[config.mk]
export PLATFORM = sky130hd
export DESIGN_NAME = interrupt_vector_ctrl
export DESIGN_NICKNAME = d
export VERILOG_FILES = /design/src/rtl/interrupt_vector_ctrl.sv
export SDC_FILE = /design/constraint.sdc
export NUM_CORES = 1
export LEC_CHECK = 0
export ABC_AREA = 1
export CORE_AREA = 8 8 45 47
export CTS_CLUSTER_SIZE = 25
export DETAILED_ROUTE_END_ITERATION = 8
export DIE_AREA = 0 0 53 55
export DONT_BUFFER_PORTS = 1
export MAX_ROUTING_LAYER = met4
export PLACE_DENSITY = 0.71
export SYNTH_ARGS = -nofsm -noshare
export SYNTH_HDL_FRONTEND = slang
export SYNTH_SLANG_ARGS = --single-unit
[constraint.sdc]
create_clock -name phi2 -period 1.8 [get_ports phi2]
set_input_delay 0.36 -clock phi2 [delete_from_list [all_inputs] [get_ports phi2]]
set_output_delay 0.36 -clock phi2 [all_outputs]
set_load 0.01 [all_outputs]
[src/rtl/interrupt_vector_ctrl.sv]
// Interrupt/reset sequencer: synchronises NMI/IRQ, arbitrates RES > NMI > IRQ,
// injects BRK at opcode fetch and drives the ADL vector-forcing controls.
module interrupt_vector_ctrl #(
    parameter int SYNC_STAGES = 2
) (
    input  logic       phi2,
    input  logic       rst_n,
    input  logic       NMI_n,
    input  logic       IRQ_n,
    input  logic       I_flag,
    input  logic       fetch,
    input  logic       brk_op,
    input  logic       vec_lo,
    input  logic       vec_hi,
    output logic       force_brk,
    output logic       O_ADL0,
    output logic       O_ADL1,
    output logic       O_ADL2,
    output logic       B_bit,
    output logic       set_I,
    output logic       wr_inhibit,
    output logic [1:0] int_type
);

    localparam logic [1:0] ST_IDLE = 2'd0;
    localparam logic [1:0] ST_SEQ  = 2'd1;
    localparam logic [1:0] ST_VLO  = 2'd2;
    localparam logic [1:0] ST_VHI  = 2'd3;

    localparam logic [1:0] INT_NONE = 2'b00;
    localparam logic [1:0] INT_IRQ  = 2'b01;
    localparam logic [1:0] INT_NMI  = 2'b10;
    localparam logic [1:0] INT_RES  = 2'b11;

    logic [SYNC_STAGES-1:0] nmi_sync_reg;
    logic [SYNC_STAGES-1:0] irq_sync_reg;
    logic                   nmi_s;
    logic                   irq_s;
    logic                   nmi_prev_reg;
    logic                   nmi_edge;

    logic [1:0] state_reg, state_next;
    logic [1:0] int_type_reg, int_type_next;
    logic       hw_int_reg, hw_int_next;
    logic       nmi_pend_reg, nmi_pend_next;
    logic       res_pend_reg, res_pend_next;
    logic [1:0] winner;
    logic       force_brk_c;

    // Synchroniser chains idle high so a reset never looks like a pin edge.
    genvar gi;
    generate
        for (gi = 0; gi < SYNC_STAGES; gi++) begin : g_sync
            if (gi == 0) begin : g_first
                always_ff @(posedge phi2) begin
                    if (!rst_n) begin
                        nmi_sync_reg[gi] <= 1'b1;
                        irq_sync_reg[gi] <= 1'b1;
                    end else begin
                        nmi_sync_reg[gi] <= NMI_n;
                        irq_sync_reg[gi] <= IRQ_n;
                    end
                end
            end else begin : g_rest
                always_ff @(posedge phi2) begin
                    if (!rst_n) begin
                        nmi_sync_reg[gi] <= 1'b1;
                        irq_sync_reg[gi] <= 1'b1;
                    end else begin
                        nmi_sync_reg[gi] <= nmi_sync_reg[gi-1];
                        irq_sync_reg[gi] <= irq_sync_reg[gi-1];
                    end
                end
            end
        end
    endgenerate

    assign nmi_s    = nmi_sync_reg[SYNC_STAGES-1];
    assign irq_s    = irq_sync_reg[SYNC_STAGES-1];
    assign nmi_edge = nmi_prev_reg & ~nmi_s;

    always_comb begin
        winner = INT_NONE;
        if (res_pend_reg)
            winner = INT_RES;
        else if (nmi_pend_reg)
            winner = INT_NMI;
        else if (~irq_s & ~I_flag)
            winner = INT_IRQ;
    end

    always_comb begin
        state_next    = state_reg;
        int_type_next = int_type_reg;
        hw_int_next   = hw_int_reg;
        nmi_pend_next = nmi_pend_reg | nmi_edge;
        res_pend_next = res_pend_reg;
        force_brk_c   = 1'b0;
        case (state_reg)
            ST_IDLE: begin
                if (fetch && (winner != INT_NONE)) begin
                    force_brk_c   = 1'b1;
                    state_next    = ST_SEQ;
                    int_type_next = winner;
                    hw_int_next   = 1'b1;
                end else if (brk_op) begin
                    state_next    = ST_SEQ;
                    int_type_next = INT_IRQ;
                    hw_int_next   = 1'b0;
                end
            end
            ST_SEQ: begin
                // The vector choice freezes once vec_lo is seen, so a late NMI
                // can only hijack an IRQ/BRK up to the cycle before it.
                if (vec_lo)
                    state_next = ST_VLO;
                else if ((int_type_reg == INT_IRQ) && nmi_pend_reg)
                    int_type_next = INT_NMI;
            end
            ST_VLO: begin
                if (vec_hi)
                    state_next = ST_VHI;
            end
            default: begin
                state_next    = ST_IDLE;
                int_type_next = INT_NONE;
                hw_int_next   = 1'b0;
                if ((int_type_reg == INT_NMI) && !nmi_edge)
                    nmi_pend_next = 1'b0;
                if (int_type_reg == INT_RES)
                    res_pend_next = 1'b0;
            end
        endcase
    end

    always_ff @(posedge phi2) begin
        if (!rst_n) begin
            state_reg    <= ST_IDLE;
            int_type_reg <= INT_NONE;
            hw_int_reg   <= 1'b0;
            nmi_pend_reg <= 1'b0;
            res_pend_reg <= 1'b1;
            nmi_prev_reg <= 1'b1;
        end else begin
            state_reg    <= state_next;
            int_type_reg <= int_type_next;
            hw_int_reg   <= hw_int_next;
            nmi_pend_reg <= nmi_pend_next;
            res_pend_reg <= res_pend_next;
            nmi_prev_reg <= nmi_s;
        end
    end

    // Outputs are forced to their idle values whenever rst_n is low.
    always_comb begin
        force_brk  = 1'b0;
        O_ADL0     = 1'b1;
        O_ADL1     = 1'b1;
        O_ADL2     = 1'b1;
        B_bit      = 1'b1;
        set_I      = 1'b0;
        wr_inhibit = 1'b0;
        int_type   = INT_NONE;
        if (rst_n) begin
            force_brk  = force_brk_c;
            O_ADL0     = ~(state_reg == ST_VLO);
            O_ADL1     = ~(((state_reg == ST_VLO) || (state_reg == ST_VHI)) &&
                           (int_type_reg == INT_RES));
            O_ADL2     = ~(((state_reg == ST_VLO) || (state_reg == ST_VHI)) &&
                           (int_type_reg == INT_NMI));
            B_bit      = ~((state_reg == ST_SEQ) && hw_int_reg);
            set_I      = (state_reg == ST_VHI);
            wr_inhibit = ((state_reg == ST_SEQ) || (state_reg == ST_VLO)) &&
                         (int_type_reg == INT_RES);
            int_type   = int_type_reg;
        end
    end

endmodule

Word-level counts from Yosys, hierarchy flattened
Index checks and enable logic that the tools add are counted.

cells by class
  muxes and demuxes = 27
  eq/ne operators = 11
  bitwise operators = 12
  reduce and logical (&&, ||, !) cells = 18

operator list
  kind                                                                    count
  2-bit 2-to-1 mux                                                        10
  1-bit 2-to-1 mux                                                        14
  2-bit one-hot mux with 3 select lines                                   2
  1-bit inverter                                                          9
  2-bit equality test (second input constant)                             4
  2-bit inequality test (second input constant)                           4
  1-bit logical AND                                                       7
  2-bit by 1-bit equality test with 1-bit output (second input constant)  2
  2-bit AND reduction                                                     2
  4-bit AND reduction                                                     1
  3-bit inequality test (second input constant)                           1
  3-bit AND reduction                                                     1
  3-bit OR reduction                                                      1
  1-bit AND                                                               2
  2-bit zero test                                                         1
  1-bit logical OR                                                        2
  1-bit one-hot mux with 2 select lines                                   1
  2-bit nonzero test                                                      1
  2-bit OR reduction                                                      1
  1-bit zero test                                                         1
  1-bit OR                                                                1

word-level totals
  logic and storage cells = 78
  output and inout port bits = 9
  register bits = 12
  input port bits = 9

Logic depth before layout (Yosys ltp)
Gate-level depths: netlist of run 1.

  depth in word-level cells = 10
  depth in mapped cells = 9
  mapped depth without buffers = 9

Worst setup path after synthesis of run 1
OpenSTA, ideal clock, no wires.

  kind = register to output
  start = reg state_reg[0]
  end = out wr_inhibit
  cell stages (with the launch flop) = 5
  data required time = 1.440 ns
  arrival time = 1.062 ns
  setup slack = 0.378 ns
  path buffers = 0
  path through = dfxtp_1 > inv_1 > ha_1 > inv_1 > nor3_1

on the way
  cells in the longest elaborated chain, start to end = 4
  elaborated cells on any way between the ends = 5
  classes of those cells = 2 x eq/ne; 1 x mux; 2 x reduce/logical

ends and longest elaborated chain
  item                                                                                          RTL line  source
  from (decl)                                                                                   42        logic [1:0] state_reg, state_next;
  from (signal assigned)                                                                        145       state_reg <= state_next;
  2-bit by 1-bit equality test with 1-bit output / 2-bit equality test (equally long branches)  173       wr_inhibit = ((state_reg == ST_SEQ) || (state_reg == ST_VLO)) &&
  1-bit logical OR *                                                                            173
  1-bit logical AND *                                                                           173
  1-bit 2-to-1 mux *                                                                            164       if (rst_n) begin
  to (decl)                                                                                     21        output logic wr_inhibit,

Every way passes the cells marked *; elsewhere a longest branch is shown, timed or not.

Worst setup path in the final report of run 1
  start = reg state_reg[1]
  end = out wr_inhibit

The elaborated chain is that of the path after synthesis.

==> implementation parameters, run 1 <==
Parameter                              Value

Synth
  Share of the synthesized area in the top cell type ... 36.9%
  Mapped Cells ... 99
  Number of enable-type register cells in the synthesized netlist ... 0
  Combinational family with the most area after synthesis ... simple AND/OR/NAND/NOR gates
  Top flip-flop cell by instance count after synthesis ... sky130_fd_sc_hd__dfxtp_1
  Cell type with the largest total area after synthesis ... sky130_fd_sc_hd__dfxtp_1
  Most numerous cell types in the synthesized netlist ... 22 x sky130_fd_sc_hd__nand2_1, 18 x sky130_fd_sc_hd__inv_1, 13 x sky130_fd_sc_hd__nor2_1
  Fraction of synthesized area in multiplexers ... 0%
  Average footprint of a synthesized cell ... 6.57 um2
  Parity-gate share of the synthesized area counting xor and xnor cells ... 0%
  Simple-gate share of the synthesized area ... 36.5%
  Syn_nets ... 112
  Sequential share of the synthesized area ... 36.9%
  Number of different library cells in the post-synthesis netlist ... 15
  Biggest area contributors in the synthesized netlist ... sky130_fd_sc_hd__dfxtp_1 37%, sky130_fd_sc_hd__nand2_1 13%, sky130_fd_sc_hd__inv_1 10%
  Leading cell type by number of instances after synthesis ... sky130_fd_sc_hd__nand2_1
  Synthesized-area fraction occupied by ao, oa, aoi and oai cells ... 7.12%
  Warnings, synthesis ... 0
  Post-Synth Adder-Cell Area ... 7.69%
  Post-synthesis sequential element count ... 12
  Async set-reset flop share out of synthesis ... 0%
  Combined area of all synthesized cells ... 651 um2

Timing
  Setup TNS ... 0 ps
  Post-Route Hold Slack ... 174 ps
  Min cycle time layout ... 1680 ps
  Unrepaired setup endpoints after global routing ... false
  Pin slew with the least headroom to its limit ... 251 ps
  Number of hold violations in the final report ... 0
  Worst clock skew ... 5.90 ps
  Slew margin rel. ... 83.3%
  Setup Viol. Count Final ... 0
  Number of pins with negative max-slew slack in the final report ... 0
  FMAX ... 594 MHz
  Period utilisation layout ... 93.5%
  Post-layout worst setup margin ... 117 ps

Die
  Row Count ... 14
  Die Area ... 2920 um2
  Width of the die ... 53 um
  Die H ... 55 um
  Placeable core region ... 1380 um2
  Initial core utilization ... 47.0%
  Boundary pin count ... 18

Placement
  Number of cells after detailed placement ... 114
  Placed wire-length estimate ... 1.07 mm
  Number of input and output port buffers inserted ... 0
  Post-Place Setup Slack ... 273 ps
  Placement-stage cell area ... 666 um2
  RD Place Congestion ... 0.817

CTS
  Clock tree from TritonCTS ... done
  Clock Pin Slew Worst Setup and Hold Paths ... 70 ps
  Clk root buf ... sky130_fd_sc_hd__clkbuf_4
  Clock insertion delay at the later pin of the skew report ... 260 ps
  Maximum clock insertion buffer count ... 2
  Number of sinks handled by clock tree synthesis ... 12
  TritonCTS buffer count ... 3
  Maximum level of the CTS H-tree ... 1

Global routing
  Total track usage ... 10.1%
  Busiest grt layer ... met2
  Initial antenna violation count ... 0
  Vias in the first global route ... 522
  First-pass GRT wire length ... 2.15 mm
  Met3 Resource Use GR ... 3.48%
  Fraction of met2 tracks used by global routing ... 15.4%
  Maximum number of pins on one net before global-route repair ... 13
  Met1 usage ... 10.4%
  Total global routing overflow ... 0

Finish
  Non-Filler Instances ... 117
  Cell area after layout ... 703 um2
  Layout cells sized above 1 ... 15.8%
  Antenna diode count ... 0
  Layout net count ... 116
  Area growth syn-to-layout ... 8.08%
  Layout fillers ... 152

Drt
  Remaining design rule violation count ... 0
  Starting DRT DRC Count ... 13
  Post-DRT Antenna Nets ... 0
  Via density per instance ... 4.81
  Routed wire length ... 1.28 mm
  Number of search-and-repair iterations in the first detailed-routing pass ... 4
  Wirelength per Cell ... 10.9 um
  Vias ... 563

Setup path
  Startpoint kind of the worst setup timing path ... flip-flop
  Slack of the worst reg-to-reg path ... 490 ps
  Most numerous cell on the critical path ... sky130_fd_sc_hd__inv_1
  Cell with the biggest individual delay on the critical path ... sky130_fd_sc_hd__dfxtp_1
  Cell chain of the critical path ... inv_1, ha_1, inv_1, nor3_4
  Largest incremental delay on the critical path ... 370 ps
  WS Path Type ... reg -> out
  Arr. time, crit path ... 1320 ps
  Crit. End Element ... output port
  Critical path required time ... 1440 ps
  Maximum fanout count along the critical path ... 4

Pwr
  Internal ... 0.000588 W
  Cell Pwr Density ... 1450 nW/um2
  Sw frac ... 42.6%
  Clock power frac ... 15.1%
  Sequential Power Share ... 36.8%
  Leakage dissipation ... 0.364 nW
  Net switching power ... 0.000435 W
  Worst IR Drop VDD ... 0.625 mV
  Comb power frac ... 48.1%

Run
  Max_cap viols ... 0

Status
  Status ... finished, final reports clean

Worst hold path
  Worst hold path type ... in -> reg
[layout by cell type, fill, tap and decap left out]
cell / instances
sky130_fd_sc_hd__nand3_1: 9
sky130_fd_sc_hd__nand2_2: 3
sky130_fd_sc_hd__nor3_4: 1
sky130_fd_sc_hd__o22ai_1: 1
sky130_fd_sc_hd__or2_2: 5
sky130_fd_sc_hd__nor2_2: 2
sky130_fd_sc_hd__inv_2: 1
sky130_fd_sc_hd__o21ai_0: 4
sky130_fd_sc_hd__dfxtp_2: 1
sky130_fd_sc_hd__nor2_1: 13
sky130_fd_sc_hd__dfxtp_1: 11
sky130_fd_sc_hd__inv_1: 18
sky130_fd_sc_hd__ha_1: 4
sky130_fd_sc_hd__a21oi_1: 4
sky130_fd_sc_hd__nand2_1: 21
sky130_fd_sc_hd__clkbuf_4: 3
[cells by family (layout without fill, tap and decap cells)]
group / Yosys count / count (layout)
adder cells (fa/ha/maj): 4 / 4
flip-flops: 12 / 12
AO/OA/AOI/OAI: 9 / 9
buffers and inverters: 20 / 22
AND/OR/NAND/NOR: 54 / 54
[worst paths after layout]
| path | startpoint | to | depth (start not counted) |
|---|---|---|---|
| setup / recovery | state_reg[1]$_SDFFE_PN0P_ | wr_inhibit | 4 |
| hold / removal | rst_n | res_pend_reg$_SDFFE_PN1P_ | 1 |
| hold reg to reg | irq_sync_reg[0]$_SDFF_PN1_ | irq_s$_SDFF_PN1_ | 1 |
| setup reg to reg | state_reg[0]$_SDFFE_PN0P_ | int_type_reg[0]$_SDFFE_PN0P_ | 9 |
[power by group through the flow]
stage	registers [W]	logic, W	clock network [W]
after floorplan	0.000370	0.000405	0
after global placement	0.000378	0.000470	0
after detailed placement	0.000381	0.000479	0
after CTS	0.000375	0.000485	0.000162
after global routing	0.000385	0.000586	0.000171
final	0.000377	0.000492	0.000154
[critical path: cells and delay by family, from the launching register on]
family | cells | cell delay, ps
AND/OR/NAND/NOR | 1 | 230
flip-flops | 1 | 370
adder cells (fa/ha/maj) | 1 | 300
buffers and inverters | 2 | 170
[cell type report]
type / instances / area (um2) / area share [%]
multi-input combinational: 67 / 348 / 49.5
tap: 16 / 20.0 / 2.85
sequential: 12 / 241 / 34.3
clock buffer: 3 / 22.5 / 3.20
inverter: 19 / 71.3 / 10.1
[repair_timing]
action | in CTS | in global routing
setup buffers | 0 | 0
endpoints found under the setup margin | 1 | 3
hold buffers | 0 | 0
resized for setup | 1 | 3
[metrics by stage]
stage	util, %	power, W
2_1_floorplan	-	0.000775
6_report	50.8	0.00102
4_1_cts	50.1	0.00102
3_5_place_dp	48.1	0.000860
5_1_grt	50.8	0.00114
3_3_place_gp	48.1	0.000848
[per-layer routing]
metal,share of wire [%],up-vias
met2,46,16
met3,9.7,2
met5,0,-
met1,43,240
li1,-,305
met4,1.0,0
Power figures use the tool's default switching activity.
==> run 2, diff against run 1 <==
--- a/config.mk
+++ b/config.mk
@@ -6,13 +6,12 @@
 export NUM_CORES = 1
 export LEC_CHECK = 0
 export ABC_AREA = 1
-export CORE_AREA = 8 8 45 47
+export CORE_MARGIN = 8
+export CORE_UTILIZATION = 49
 export CTS_CLUSTER_SIZE = 25
 export DETAILED_ROUTE_END_ITERATION = 8
-export DIE_AREA = 0 0 53 55
-export DONT_BUFFER_PORTS = 1
 export MAX_ROUTING_LAYER = met4
-export PLACE_DENSITY = 0.71
+export PLACE_DENSITY = 0.88
 export SYNTH_ARGS = -nofsm -noshare
 export SYNTH_HDL_FRONTEND = slang
 export SYNTH_SLANG_ARGS = --single-unit
==> run 2 against run 1 <==
  * Final cell count up 26%
  * Register-to-register slack worse by 90 ps
  * Wire length up 42%
  * First-iteration DRC count up 85%
  * Clock power up 44%
  * Largest power group unchanged
  * Highest routed layer unchanged
==> implementation parameters, run 2 (synthesis gave the netlist of run 1 again) <==
Parameter                              Value

Die
  Placeable core region ... 1270 um2 (-8.3%)
  Row Count ... 13 (-1)
  Die H ... 52.4 um (-4.7%)
  Die Area ... 2750 um2 (-5.7%)
  Boundary pin count ... 18 (unchanged)
  Initial core utilization ... 51.3% (+4.3 points)
  Width of the die ... 52.4 um (-1.1%)

Setup path
  Slack of the worst reg-to-reg path ... 400 ps (-90 ps)
  Number of cells traversed by the worst register-to-register path ... 9 (unchanged)
  Maximum fanout count along the critical path ... 3 (-1)
  Critical path required time ... 1440 ps (about the same)
  Critical R2R Launch ... state_reg[1]$_SDFFE_PN0P_
  Arr. time, crit path ... 1380 ps (+60 ps)
  Crit. End Element ... output port
  CP endpoint ... O_ADL0
  WS Path Type ... reg -> out
  Crit path from ... state_reg[1]$_SDFFE_PN0P_
  Startpoint kind of the worst setup timing path ... flip-flop
  RR Endpoint ... state_reg[0]$_SDFFE_PN0P_

Placement
  Post-Place Setup Slack ... -414 ps (-687 ps)
  Placement-stage cell area ... 932 um2 (+40%)
  Number of input and output port buffers inserted ... 17 (+17)
  Placed wire-length estimate ... 1.38 mm (+29%)
  RD Place Congestion ... 0.812 (-0.66%)

Drt
  Via density per instance ... 4.78 (-0.62%)
  Post-DRT Antenna Nets ... 0 (unchanged)
  Remaining design rule violation count ... 0 (unchanged)
  Wirelength per Cell ... 12.3 um (+13%)
  Starting DRT DRC Count ... 24 (+11)
  Vias ... 703 (+25%)
  Number of search-and-repair iterations in the first detailed-routing pass ... 4 (unchanged)
  Routed wire length ... 1.81 mm (+42%)

CTS
  Number of buffers inserted for hold repair after clock tree synthesis ... 0 (unchanged)
  Number of sinks handled by clock tree synthesis ... 12 (unchanged)
  Number of gates resized after CTS ... 16 (+15)
  Clock Pin Slew Worst Setup and Hold Paths ... 80 ps (about the same)
  Maximum level of the CTS H-tree ... 1 (unchanged)
  Number of setup buffers added after CTS ... 0 (unchanged)
  Clk root buf ... sky130_fd_sc_hd__clkbuf_4
  Clock tree from TritonCTS ... done
  Maximum clock insertion buffer count ... 2 (unchanged)
  Clock insertion delay at the later pin of the skew report ... 280 ps (+20 ps)
  TritonCTS buffer count ... 3 (unchanged)

Status
  Status ... finished, final reports clean

Finish
  Layout cells sized above 1 ... 28.0% (+12 points)
  Layout net count ... 146 (+26%)
  Fin util ... 75.1% (+24 points)
  Most used cells in the layout excluding fill and tap cells ... 21 x sky130_fd_sc_hd__nand2_1, 18 x sky130_fd_sc_hd__inv_1, 13 x sky130_fd_sc_hd__nor2_1, 13 x sky130_fd_sc_hd__buf_4, 11 x sky130_fd_sc_hd__dfxtp_1
  Commonest non-fill, non-tap cell in the layout ... sky130_fd_sc_hd__nand2_1
  Antenna diode count ... 0 (unchanged)
  Cell area after layout ... 953 um2 (+36%)
  Area growth syn-to-layout ... 46.5%

Worst hold path
  Worst hold path type ... in -> reg
  Worst Hold Path Cells ... 2 (+1)

Pwr
  Worst IR Drop VDD ... 1.23 mV (+97%)
  Power consumption ... 0.00134 W (+31%)
  Cell Pwr Density ... 1400 nW/um2 (-3.7%)
  Leakage dissipation ... 0.493 nW (+36%)

Timing
  Worst clock skew ... 3.89 ps (-2.01 ps)
  Setup Viol. Count Final ... 0 (unchanged)
  Pin slew with the least headroom to its limit ... 244 ps (-6.70 ps)
  Number of hold violations in the final report ... 0 (unchanged)
  Period utilisation layout ... 96.8% (+3.2 points)
  Unrepaired setup endpoints after global routing ... false
  Min cycle time layout ... 1740 ps (+58.4 ps)
  FMAX ... 574 MHz (-3.4%)
  Post-layout worst setup margin ... 58.2 ps (-58.4 ps)
  Post-Route Hold Slack ... 312 ps (+138 ps)
  Slew margin rel. ... 83.6% (+0.29 points)
  Number of pins with negative max-slew slack in the final report ... 0 (unchanged)

Run
  Max_cap viols ... 0 (unchanged)

Global routing
  Total global routing overflow ... 0 (unchanged)
  First-pass GRT wire length ... 2.83 mm (+31%)
  Initial antenna violation count ... 0 (unchanged)
  Maximum number of pins on one net before global-route repair ... 10 (-3)
  Vias in the first global route ... 715 (+37%)
  Total track usage ... 13.9% (+3.9 points)
[run 2: cell count changes in the layout (fill, tap and decap cells not counted), sizes merged]
cell	previous run	this run
buf	0	15
clkdlybuf4s50	0	9
clkbuf	3	7
dlygate4sd2	0	3
[run 2: cell type report]
type | count | area (um2)
Clock buffer | 4 | 36.3
Fill cell | 107 | 315
Inverter | 19 | 71.3
Multi-Input combinational cell | 67 | 347
Sequential cell | 12 | 241
Tap cell | 15 | 18.8
Timing Repair Buffer | 30 | 239
[run 2: where the power goes]
| group | internal [W] | total (W) | switching [W] |
|---|---|---|---|
| combinational | 0.000355 | 0.000756 | 0.000401 |
| sequential | 0.000324 | 0.000359 | 0.0000352 |
| clock | 0.000123 | 0.000221 | 0.0000977 |
[run 2: how the worst min path moves through the flow]
stage,from,slack (ps),end
floorplan,irq_sync_reg[0]$_SDFF_PN1_,390,irq_s$_SDFF_PN1_
global placement,irq_sync_reg[0]$_SDFF_PN1_,400,irq_s$_SDFF_PN1_
detailed placement,nmi_sync_reg[0]$_SDFF_PN1_,410,nmi_s$_SDFF_PN1_
CTS,nmi_sync_reg[0]$_SDFF_PN1_,420,nmi_s$_SDFF_PN1_
global route,rst_n,320,res_pend_reg$_SDFFE_PN1P_
finish,rst_n,310,res_pend_reg$_SDFFE_PN1P_
[run 2: worst max-delay path: stages, from the launching register on]
cell and delay [ps]:
sky130_fd_sc_hd__dfxtp_2 330, sky130_fd_sc_hd__buf_4 110, sky130_fd_sc_hd__ha_2 190, sky130_fd_sc_hd__nand2_2 70, sky130_fd_sc_hd__buf_4 120, sky130_fd_sc_hd__dlygate4sd2_1 270
[run 2: routing by layer]
layer  share of wire, %  vias up  global-route usage, %
met5                  0        -                      -
met4                4.0        0                   8.19
met3                6.4        6                   3.98
met2                 50       22                   25.1
met1                 40      310                   12.6
li1                   -      365                      -
[run 2: metrics by stage]
stage / cells / setup TNS, ps
2_1_floorplan: 99 / 0
3_3_place_gp: 143 / -2570
6_report: 147 / 0
3_5_place_dp: 143 / -2760
4_1_cts: 147 / -10.2
5_1_grt: 147 / 0
==> run 3, diff against run 2 <==
==> constraint.sdc (replaced) <==
create_clock -name phi2 -period 2.15 [get_ports phi2]
set_input_delay 0.43 -clock phi2 [delete_from_list [all_inputs] [get_ports phi2]]
set_output_delay 0.43 -clock phi2 [all_outputs]
set_load 0.01 [all_outputs]
==> run 3 against run 2 <==
  * Via count shrank 3.8%
  * Critical path type unchanged
  * Sequential cell count is the same
  * Clock-buffer cell count is the same
  * Clock skew shrank 3.0 ps
  * Sequential share of layout area grew 1.2 points
  * Sequential power shrank 11%
==> implementation parameters, run 3 (synthesis gave the netlist of run 1 again) <==
Parameter                              Value

Placement
  Number of input and output port buffers inserted ... 17 (unchanged)
  Number of cells after detailed placement ... 136 (-4.9%)
  Placed wire-length estimate ... 1.29 mm (-6.5%)
  RD Place Congestion ... 0.782 (-3.6%)
  Placement-stage cell area ... 880 um2 (-5.6%)

Finish
  Antenna diode count ... 0 (unchanged)
  Fin util ... 72.1% (-3.1 points)
  Layout net count ... 139 (-4.8%)
  Layout cells sized above 1 ... 18.4% (-9.6 points)
  Layout fillers ... 112 (+4.7%)
  Non-Filler Instances ... 140 (-4.8%)
  Area growth syn-to-layout ... 40.6%
  Commonest non-fill, non-tap cell in the layout ... sky130_fd_sc_hd__nand2_1
  Cell area after layout ... 915 um2 (-4.1%)
  Most used cells in the layout excluding fill and tap cells ... 22 x sky130_fd_sc_hd__nand2_1, 18 x sky130_fd_sc_hd__inv_1, 13 x sky130_fd_sc_hd__nor2_1, 12 x sky130_fd_sc_hd__clkdlybuf4s50_1, 10 x sky130_fd_sc_hd__dfxtp_1

Setup path
  Maximum fanout count along the critical path ... 4 (+1)
  Crit. End Element ... output port
  Arr. time, crit path ... 1600 ps (+220 ps)
  WS Path Type ... reg -> out
  Critical path required time ... 1720 ps (+280 ps)
  Startpoint kind of the worst setup timing path ... flip-flop

Timing
  Slew margin rel. ... 86.9% (+3.3 points)
  Setup Viol. Count Final ... 0 (unchanged)
  Number of pins with negative max-slew slack in the final report ... 0 (unchanged)
  FMAX ... 491 MHz
  Post-Route Hold Slack ... 424 ps (+112 ps)
  Number of hold violations in the final report ... 0 (unchanged)
  Pin slew with the least headroom to its limit ... 196 ps (-47.7 ps)
  Period utilisation layout ... 94.6%
  Unrepaired setup endpoints after global routing ... false
  Worst clock skew ... 0.905 ps (-2.99 ps)
  Min cycle time layout ... 2030 ps

CTS
  Clock tree from TritonCTS ... done
  Maximum clock insertion buffer count ... 2 (unchanged)
  Clock insertion delay at the later pin of the skew report ... 260 ps (-20 ps)
  TritonCTS buffer count ... 3 (unchanged)
  Maximum level of the CTS H-tree ... 1 (unchanged)
  Clk root buf ... sky130_fd_sc_hd__clkbuf_4
  Clock Pin Slew Worst Setup and Hold Paths ... 80 ps (about the same)
  Number of setup buffers added after CTS ... 0 (unchanged)
  Number of sinks handled by clock tree synthesis ... 12 (unchanged)

Global routing
  Total global routing overflow ... 0 (unchanged)
  Initial antenna violation count ... 0 (unchanged)
  First-pass GRT wire length ... 2.53 mm (-10%)
  Total track usage ... 12.5% (-1.4 points)
  Maximum number of pins on one net before global-route repair ... 10 (unchanged)
  Vias in the first global route ... 644 (-9.9%)

Die
  Boundary pin count ... 18 (unchanged)
  Placeable core region ... 1270 um2 (unchanged)
  Die Area ... 2750 um2 (unchanged)
  Row Count ... 13 (unchanged)
  Die H ... 52.4 um (unchanged)
  Initial core utilization ... 51.3% (unchanged)
  Width of the die ... 52.4 um (unchanged)

Run
  Max_cap viols ... 0 (unchanged)

Pwr
  Worst IR Drop VDD ... 0.817 mV (-34%)
  Leakage dissipation ... 0.464 nW (-5.9%)
  Cell Pwr Density ... 1070 nW/um2 (-24%)

Drt
  Routed wire length ... 1.57 mm (-13%)
  Via density per instance ... 4.83 (+0.97%)
  Starting DRT DRC Count ... 21 (-13%)
  Remaining design rule violation count ... 0 (unchanged)
  Number of search-and-repair iterations in the first detailed-routing pass ... 4 (unchanged)
  Vias ... 676 (-3.8%)
  Post-DRT Antenna Nets ... 0 (unchanged)
  Wirelength per Cell ... 11.2 um (-8.9%)

Worst hold path
  Worst hold path type ... reg -> reg

Status
  Status ... finished, final reports clean
-- run 3: cell types whose count changed in the layout (fill, tap and decap cells not counted), sizes merged --
| cell | before | now |
|---|---|---|
| buf | 15 | 6 |
| dlygate4sd2 | 3 | 5 |
| clkdlybuf4s50 | 9 | 12 |
| clkbuf | 7 | 4 |
-- run 3: power by group --
part | internal (W) | total (W) | switching, W
sequential | 0.000274 | 0.000321 | 0.0000479
clock | 0.000103 | 0.000180 | 0.0000769
combinational | 0.000210 | 0.000477 | 0.000267
-- run 3: final timing paths --
| check | depth (start not counted) | slack, ps | start | end |
|---|---|---|---|---|
| setup / recovery | 5 | 120 | state_reg[0]$_SDFFE_PN0P_ | O_ADL0 |
| hold / removal | 1 | 420 | nmi_sync_reg[0]$_SDFF_PN1_ | nmi_s$_SDFF_PN1_ |
| setup reg to reg | 8 | 830 | state_reg[0]$_SDFFE_PN0P_ | state_reg[1]$_SDFFE_PN0P_ |
| hold reg to reg | 1 | 420 | nmi_sync_reg[0]$_SDFF_PN1_ | nmi_s$_SDFF_PN1_ |
-- run 3: worst max-delay path, cell delays in order (launching register included) --
cell and delay, ps:
sky130_fd_sc_hd__dfxtp_2 360, sky130_fd_sc_hd__inv_1 60, sky130_fd_sc_hd__ha_2 200, sky130_fd_sc_hd__nand2_1 90, sky130_fd_sc_hd__buf_4 100, sky130_fd_sc_hd__clkdlybuf4s50_1 520
-- run 3: stage by stage --
step / power (W) / setup WS (ps) / TNS (ps)
3_3_place_gp: 0.000779 / -61.5 / -246
3_5_place_dp: 0.000800 / -111 / -484
2_1_floorplan: 0.000649 / 658 / 0
5_1_grt: 0.00107 / 32.9 / 0
6_report: 0.000978 / 115 / 0
4_1_cts: 0.000975 / 11.4 / 0
-- run 3: metal layers --
| layer | track usage (%) | part of all wire (%) | vias to the layer above |
|---|---|---|---|
| met5 | - | 0 | - |
| met1 | 11.9 | 41 | 309 |
| met4 | 6.47 | 1.7 | 0 |
| met3 | 2.84 | 5.3 | 2 |
| met2 | 22.7 | 51 | 12 |
| li1 | - | - | 353 |
-- run 3: cell type report --
type | instances | area [um2] | share of cell area, %
flip-flops and latches | 12 | 243 | 26.5
multi-input cells | 67 | 337 | 36.8
inverters | 19 | 71.3 | 7.80
repair buffers | 23 | 209 | 22.8
clock buffers | 4 | 36.3 | 3.97
well taps | 15 | 18.8 | 2.05
-- run 3: timing repair --
item                                    CTS  global route
hold buffers                              0             0
endpoints found under the setup margin    8             2
resized for setup                         5             3
